### src/rtl/rsa_pkg.sv
// Shared definitions for the RSA multi-precision multiply datapath.
package rsa_pkg;

    localparam int DEF_WIDTH = 32;
    localparam int DEF_LIMBS = 4;

    // Widest operand the limb helper can address.
    localparam int MAX_OPW = 4096;

    typedef enum logic [1:0] {
        ST_IDLE,
        ST_ISSUE,
        ST_DRAIN,
        ST_DONE
    } state_t;

    // Aligns limb 'idx' of a zero-extended operand to bit 0; the caller
    // keeps the low 'width' bits with a size cast.
    function automatic logic [MAX_OPW-1:0] limb_sel(
        input logic [MAX_OPW-1:0] vec,
        input int unsigned        idx,
        input int unsigned        width
    );
        return vec >> (idx * width);
    endfunction

endpackage

### src/rtl/mp_mul_retire_pipe.sv
// Two-stage valid/tag delay line matching the external multiplier latency.
module mp_mul_retire_pipe #(
    parameter int TW = 3
) (
    input  logic          clk_i,
    input  logic          rst_i,
    input  logic          in_vld_i,
    input  logic [TW-1:0] in_tag_i,
    output logic          out_vld_o,
    output logic [TW-1:0] out_tag_o
);

    logic [1:0]    vld_q;
    logic [TW-1:0] tag0_q;
    logic [TW-1:0] tag1_q;

    // Shift valid and tag along with the product travelling through the multiplier.
    always_ff @(posedge clk_i) begin
        if (rst_i) begin
            vld_q  <= '0;
            tag0_q <= '0;
            tag1_q <= '0;
        end else begin
            vld_q  <= {vld_q[0], in_vld_i};
            tag0_q <= in_tag_i;
            tag1_q <= tag0_q;
        end
    end

    assign out_vld_o = vld_q[1];
    assign out_tag_o = tag1_q;

endmodule

### src/rtl/mp_mul_sched.sv
// Multi-precision multiply scheduler: issues every limb pair to an external
// 2-cycle pipelined multiplier and accumulates the returned partial products.
module mp_mul_sched
    import rsa_pkg::*;
#(
    parameter int WIDTH = DEF_WIDTH,
    parameter int LIMBS = DEF_LIMBS
) (
    input  logic                     clk,
    input  logic                     rst,
    input  logic                     start,
    input  logic [LIMBS*WIDTH-1:0]   op_a,
    input  logic [LIMBS*WIDTH-1:0]   op_b,
    output logic                     busy,
    output logic                     done,
    output logic [2*LIMBS*WIDTH-1:0] result,
    output logic [WIDTH-1:0]         mul_a,
    output logic [WIDTH-1:0]         mul_b,
    input  logic [WIDTH-1:0]         mul_lo,
    input  logic [WIDTH-1:0]         mul_hi
);

    localparam int OPW   = LIMBS * WIDTH;
    localparam int RW    = 2 * OPW;
    localparam int NPAIR = LIMBS * LIMBS;
    localparam int KW    = $clog2(NPAIR + 1);
    localparam int TW    = $clog2(2 * LIMBS);

    state_t           state_q, state_d;
    logic [OPW-1:0]   a_q, a_d;
    logic [OPW-1:0]   b_q, b_d;
    logic [KW-1:0]    k_q, k_d;
    logic [KW-1:0]    r_q, r_d;
    logic [RW-1:0]    acc_q, acc_d;
    logic [WIDTH-1:0] mul_a_q, mul_a_d;
    logic [WIDTH-1:0] mul_b_q, mul_b_d;
    logic             iss_vld_q, iss_vld_d;
    logic [TW-1:0]    iss_tag_q, iss_tag_d;

    logic             ret_vld;
    logic [TW-1:0]    ret_tag;

    logic [MAX_OPW-1:0] src_a, src_b;
    logic [31:0]        kk, ii, jj;
    logic [WIDTH-1:0]   pair_a, pair_b;
    logic [TW-1:0]      pair_tag;

    logic [RW-1:0]      prod_ext;
    logic [31:0]        shamt;

    mp_mul_retire_pipe #(
        .TW (TW)
    ) u_retire (
        .clk_i     (clk),
        .rst_i     (rst),
        .in_vld_i  (iss_vld_q),
        .in_tag_i  (iss_tag_q),
        .out_vld_o (ret_vld),
        .out_tag_o (ret_tag)
    );

    // Select the next limb pair; the first pair comes straight from the ports
    // so it reaches the multiplier in the cycle right after the accepted start.
    always_comb begin
        src_a = '0;
        src_b = '0;
        if (state_q == ST_ISSUE) begin
            src_a[OPW-1:0] = a_q;
            src_b[OPW-1:0] = b_q;
            kk             = 32'(k_q);
        end else begin
            src_a[OPW-1:0] = op_a;
            src_b[OPW-1:0] = op_b;
            kk             = '0;
        end
        ii       = kk / LIMBS;
        jj       = kk % LIMBS;
        pair_a   = WIDTH'(limb_sel(src_a, jj, WIDTH));
        pair_b   = WIDTH'(limb_sel(src_b, ii, WIDTH));
        pair_tag = TW'(ii + jj);
    end

    // Position the returning product at limb offset (i+j) for the accumulator.
    always_comb begin
        prod_ext              = '0;
        prod_ext[2*WIDTH-1:0] = {mul_hi, mul_lo};
        shamt                 = 32'(ret_tag) * WIDTH;
    end

    // Next-state, issue and accumulate logic.
    always_comb begin
        state_d   = state_q;
        a_d       = a_q;
        b_d       = b_q;
        k_d       = k_q;
        r_d       = r_q;
        acc_d     = acc_q;
        mul_a_d   = '0;
        mul_b_d   = '0;
        iss_vld_d = 1'b0;
        iss_tag_d = '0;

        if (ret_vld) begin
            acc_d = acc_q + (prod_ext << shamt);
            r_d   = r_q + KW'(1);
        end

        case (state_q)
            ST_IDLE, ST_DONE: begin
                if (start) begin
                    a_d       = op_a;
                    b_d       = op_b;
                    acc_d     = '0;
                    r_d       = '0;
                    k_d       = KW'(1);
                    mul_a_d   = pair_a;
                    mul_b_d   = pair_b;
                    iss_vld_d = 1'b1;
                    iss_tag_d = pair_tag;
                    state_d   = ST_ISSUE;
                end else begin
                    state_d = ST_IDLE;
                end
            end
            ST_ISSUE: begin
                if (k_q == KW'(NPAIR)) begin
                    state_d = ST_DRAIN;
                end else begin
                    mul_a_d   = pair_a;
                    mul_b_d   = pair_b;
                    iss_vld_d = 1'b1;
                    iss_tag_d = pair_tag;
                    k_d       = k_q + KW'(1);
                end
            end
            ST_DRAIN: begin
                if (ret_vld && (r_q == KW'(NPAIR - 1))) begin
                    state_d = ST_DONE;
                end
            end
            default: state_d = ST_IDLE;
        endcase
    end

    // State and datapath registers with synchronous reset.
    always_ff @(posedge clk) begin
        if (rst) begin
            state_q   <= ST_IDLE;
            a_q       <= '0;
            b_q       <= '0;
            k_q       <= '0;
            r_q       <= '0;
            acc_q     <= '0;
            mul_a_q   <= '0;
            mul_b_q   <= '0;
            iss_vld_q <= 1'b0;
            iss_tag_q <= '0;
        end else begin
            state_q   <= state_d;
            a_q       <= a_d;
            b_q       <= b_d;
            k_q       <= k_d;
            r_q       <= r_d;
            acc_q     <= acc_d;
            mul_a_q   <= mul_a_d;
            mul_b_q   <= mul_b_d;
            iss_vld_q <= iss_vld_d;
            iss_tag_q <= iss_tag_d;
        end
    end

    assign busy   = (state_q == ST_ISSUE) || (state_q == ST_DRAIN);
    assign done   = (state_q == ST_DONE);
    assign result = acc_q;
    assign mul_a  = mul_a_q;
    assign mul_b  = mul_b_q;

endmodule

### config.mk
export PLATFORM = sky130hd
export DESIGN_NAME = mp_mul_sched
export DESIGN_NICKNAME = d
export VERILOG_FILES = /design/src/rtl/rsa_pkg.sv /design/src/rtl/mp_mul_retire_pipe.sv /design/src/rtl/mp_mul_sched.sv
export SDC_FILE = /design/constraint.sdc
export NUM_CORES = 2
export LEC_CHECK = 0
export ABC_CLOCK_PERIOD_IN_PS = 14200
export CAP_MARGIN = 20
export CORE_UTILIZATION = 45
export DETAILED_ROUTE_END_ITERATION = 7
export PLACE_DENSITY = 0.71
export SYNTH_ARGS = -nofsm -noshare
export SYNTH_HDL_FRONTEND = slang
export SYNTH_HIERARCHICAL = 1
export SYNTH_SLANG_ARGS = --single-unit
### constraint.sdc
create_clock -name clk -period 14.2 [get_ports clk]
set_input_delay 1.42 -clock clk [delete_from_list [all_inputs] [get_ports clk]]
set_output_delay 1.42 -clock clk [all_outputs]
set_load 0.01 [all_outputs]
==> metrics.cfg <==
[run_status]
status = completed

[pwr]
seqPwrFrac_pct = 35.8
ir_drop_mv = 0.197
p_int_mw = 3.64
power_mw = 5.55
power_switching_mw = 1.91
power.leakage_nw = 19.5
p_sw_share_pct = 34.4
p_per_area_mw_per_mm2 = 104
pwr-share-comb_pct = 26.2
clkPwrFrac_pct = 37.9

[synthesis]
synth_edf_count = 0
netlist.area_leader.share_pct = 27.5
synth_largest_area_cell = dfxtp_1
ys_warn_count = 6
synth-seq-cells = 600
synthesis.nets = 6604
async_flop_share_pct = 0
ys_types = 102
synth_area_leaders = dfxtp_1 (27%), a21oi_1 (9.3%), nand2_1 (8.7%)
syn_avg_cell_area_sq_um = 7.27
yosysSeqAreaShare_pct = 27.5
yosys_most_used_dff = dfxtp_1
syn_inst = 6015
synth_area_sq_mm = 0.0438

[worst_setup_path]
startpoint_type = primary input
crit_buf_inv = 1
ff2ff_setup_slack_ns = 6.96
rr_worst_depth = 20
slowest_delay_ns = 0.99
r2r-start = u_retire/out_tag_o[2]
crit_slowest_cell = a22oi_1
timing.rr.end = result[211]
crit_required_ns = 14.76
worstPathMaxFanout = 7
path_class = in2reg
worstSetupEndpointType = flip-flop
cp_common_cell = a21oi_1
crit_chain = clkdlybuf4s50_1 -> a22oi_1 -> nor2_1 -> ha_1 -> a21oi_1 -> o21ai_0 -> a21o_1 -> or2_2 -> o221ai_1 -> a21oi_1 -> o41ai_1 -> a21oi_1 -> o311ai_1 -> nand2_1 -> a221oi_1 -> nor4_1 -> a311o_1
cp_top_family = compound AO/OA/AOI/OAI gates
cp.arrival_ns = 7.93

[route]
wl_per_cell_microns = 29.1
first_iter_violations = 6307
via_per_inst = 6.37
num_vias = 49411
drc = 0
dr.pass1.iters = 6
wl_mm = 225
ant_nets = 0

[floorplan]
fp.coreArea_sq_mm = 0.0966
io_pins = 645
dieArea_sq_mm = 0.0985
fp.dieW_microns = 314
row_count = 114
die_y_microns = 314
initial_core_util_pct = 45.3

[layout]
n_fill_cell = 9170
postLayoutCoreUtil_pct = 55.5
area_growth_pct = 22.4
nets = 6997
layout-drive-gt1-share_pct = 4.90
final_cells = 7754

[sta]
period_minus_slack_ns = 7.37
tightest_slew_ns = 1.30
hold_viol_final = 0
finClkSkew_ns = 0.0591
maxSlewHeadroom_pct = 13.0
setup_viol = 0
tns_ns = 0
maxSlewViolCount = 0
fmax_mhz = 136
grt_setup_unrepaired = no
min_period_over_period_pct = 51.9

[cts]
clk_latency_ns = 0.70
cts_buffers = 73
hold_buffers = 0
cts_tree = done
ctsHtreeMaxLevel = 3
cts_buffer_depth = 3
post_cts_resized = 0
cts_sinks = 600
path_clk_slew_ns = 0.06
post-cts-setup-buffers = 0
cts_root_buf = clkbuf_16

[min_path]
hold_path.class = reg2reg
holdCritStartpoint = iss_tag_q[0]
hold_depth = 1
hold_path_end = u_retire/tag0_q[0]

[global_routing]
grt_usage_pct = 43.8
grt_pass1_wl_mm = 317
grt_pass1_vias = 45751
antenna_found_initial = 19
overflow = 0
grt_max_degree = 226

[job]
max_cap_viol_count = 0

[placement]
place.port_buffers = 644
place_inst = 7609
dp_hpwl_mm = 178
globalplace.congestion = 1.10

## metal layers
layer	vias up	routed length, microns	track usage (%)
li1	22183	-	-
met1	23616	89700	56.1
met2	2994	94400	65.2
met3	606	25700	12.5
met4	12	15500	25.6
met5	-	78	0
## layout by cell type, fill, tap and decap left out, drive strengths merged, types with 53 or more instances in the layout
cell type      synthesis  layout
xnor2                169     169
nor3                  74      74
a211oi                63      63
ha                   264     264
nor2                 678     678
a21o                  99      99
nand4                161     161
xor2                  84      84
buf                   49      78
clkdlybuf4s50          0     643
clkbuf               350      94
mux2i                250     250
nor2b                 53      53
nand2               1020    1020
o21bai               113     113
inv                   98      98
dfxtp                600     600
a21oi                811     811
o21ai                421     421
## registers in the layout, indices dropped and copies added (netlist names)
name,count
iss_tag_q,3
u_retire/vld_q,2
iss_vld_q,1
u_retire/tag0_q,3
result,256
u_retire/out_tag_o,3
r_q,5
mul_a,32
b_q,128
mul_b,32
a_q,128
state_q,2
k_q,5
## cell type report
type | instances | area [sq um] | area share, %
multi-input cells | 4913 | 29800 | 55.7
flip-flops and latches | 600 | 12000 | 22.4
repair buffers | 721 | 7040 | 13.1
clock buffers | 94 | 2020 | 3.77
well taps | 1276 | 1600 | 2.98
clock inverters | 39 | 652 | 1.22
inverters | 99 | 372 | 0.694
diodes | 12 | 30.0 | 0.0561
## metrics by stage
step	setup WS (ns)	area, sq um	hold slack, ns
floorplan	9.29	43800	0.414
global placement	6.54	50900	0.417
detailed placement	6.61	50900	0.424
CTS	7.30	53500	0.438
global route	6.95	53500	0.458
finish	6.83	53600	0.433
## logic make-up after synthesis
logic type / count (synthesis) / synth area share, %
AND/OR/NAND/NOR: 2284 / 22.9
AO/OA/AOI/OAI: 1828 / 24.9
flip-flops: 600 / 27.5
buffers and inverters: 502 / 4.62
multiplexers: 282 / 7.37
adder cells (fa/ha/maj): 266 / 7.64
XOR/XNOR: 253 / 5.06
## synthesized netlist by cell type (12+ instances only)
master       n
nor2_1     678
nand2b_1    23
mux2i_1    250
a221oi_1    16
and4_1      25
nand4_1    161
inv_1       98
a21o_1      98
dfxtp_1    600
o21ai_0    410
xor2_1      84
a31oi_1     35
nor3_1      73
or3_1       17
o21bai_1   113
and3_1      46
a21oi_1    811
a211oi_1    62
and2_1      48
o21a_1      32
ha_1       264
mux4_2      32
nor2b_1     53
a22oi_1     35
clkbuf_1   342
or2_2       14
xnor2_1    169
a21boi_0    25
o31ai_1     31
nor4_1      38
buf_1       23
nand3_1     51
a22o_1      38
buf_2       21
nand2_1   1020
o211ai_1    12
## power by group through the flow
| stage | logic (mW) | registers, mW | clock network, mW |
|---|---|---|---|
| floorplan | 0.892 | 2.00 | 0 |
| CTS | 1.43 | 1.99 | 2.12 |
| finish | 1.46 | 1.99 | 2.10 |
| global placement | 1.41 | 2.01 | 0 |
| global route | 1.56 | 2.01 | 2.18 |
| detailed placement | 1.42 | 2.02 | 0 |
## how the worst max path moves through the flow
stage / cells after the start / endpoint / slack, ns / startpoint
CTS: 20 / result[211] / 7.30 / u_retire/out_tag_o[2]
global placement: 19 / result[253] / 6.54 / mul_lo[24]
global route: 20 / result[226] / 6.95 / u_retire/out_tag_o[2]
detailed placement: 17 / result[253] / 6.61 / mul_hi[31]
floorplan: 16 / result[237] / 9.29 / mul_lo[25]
finish: 17 / result[253] / 6.83 / mul_hi[26]
No activity file was read; power rests on OpenSTA's default activity.
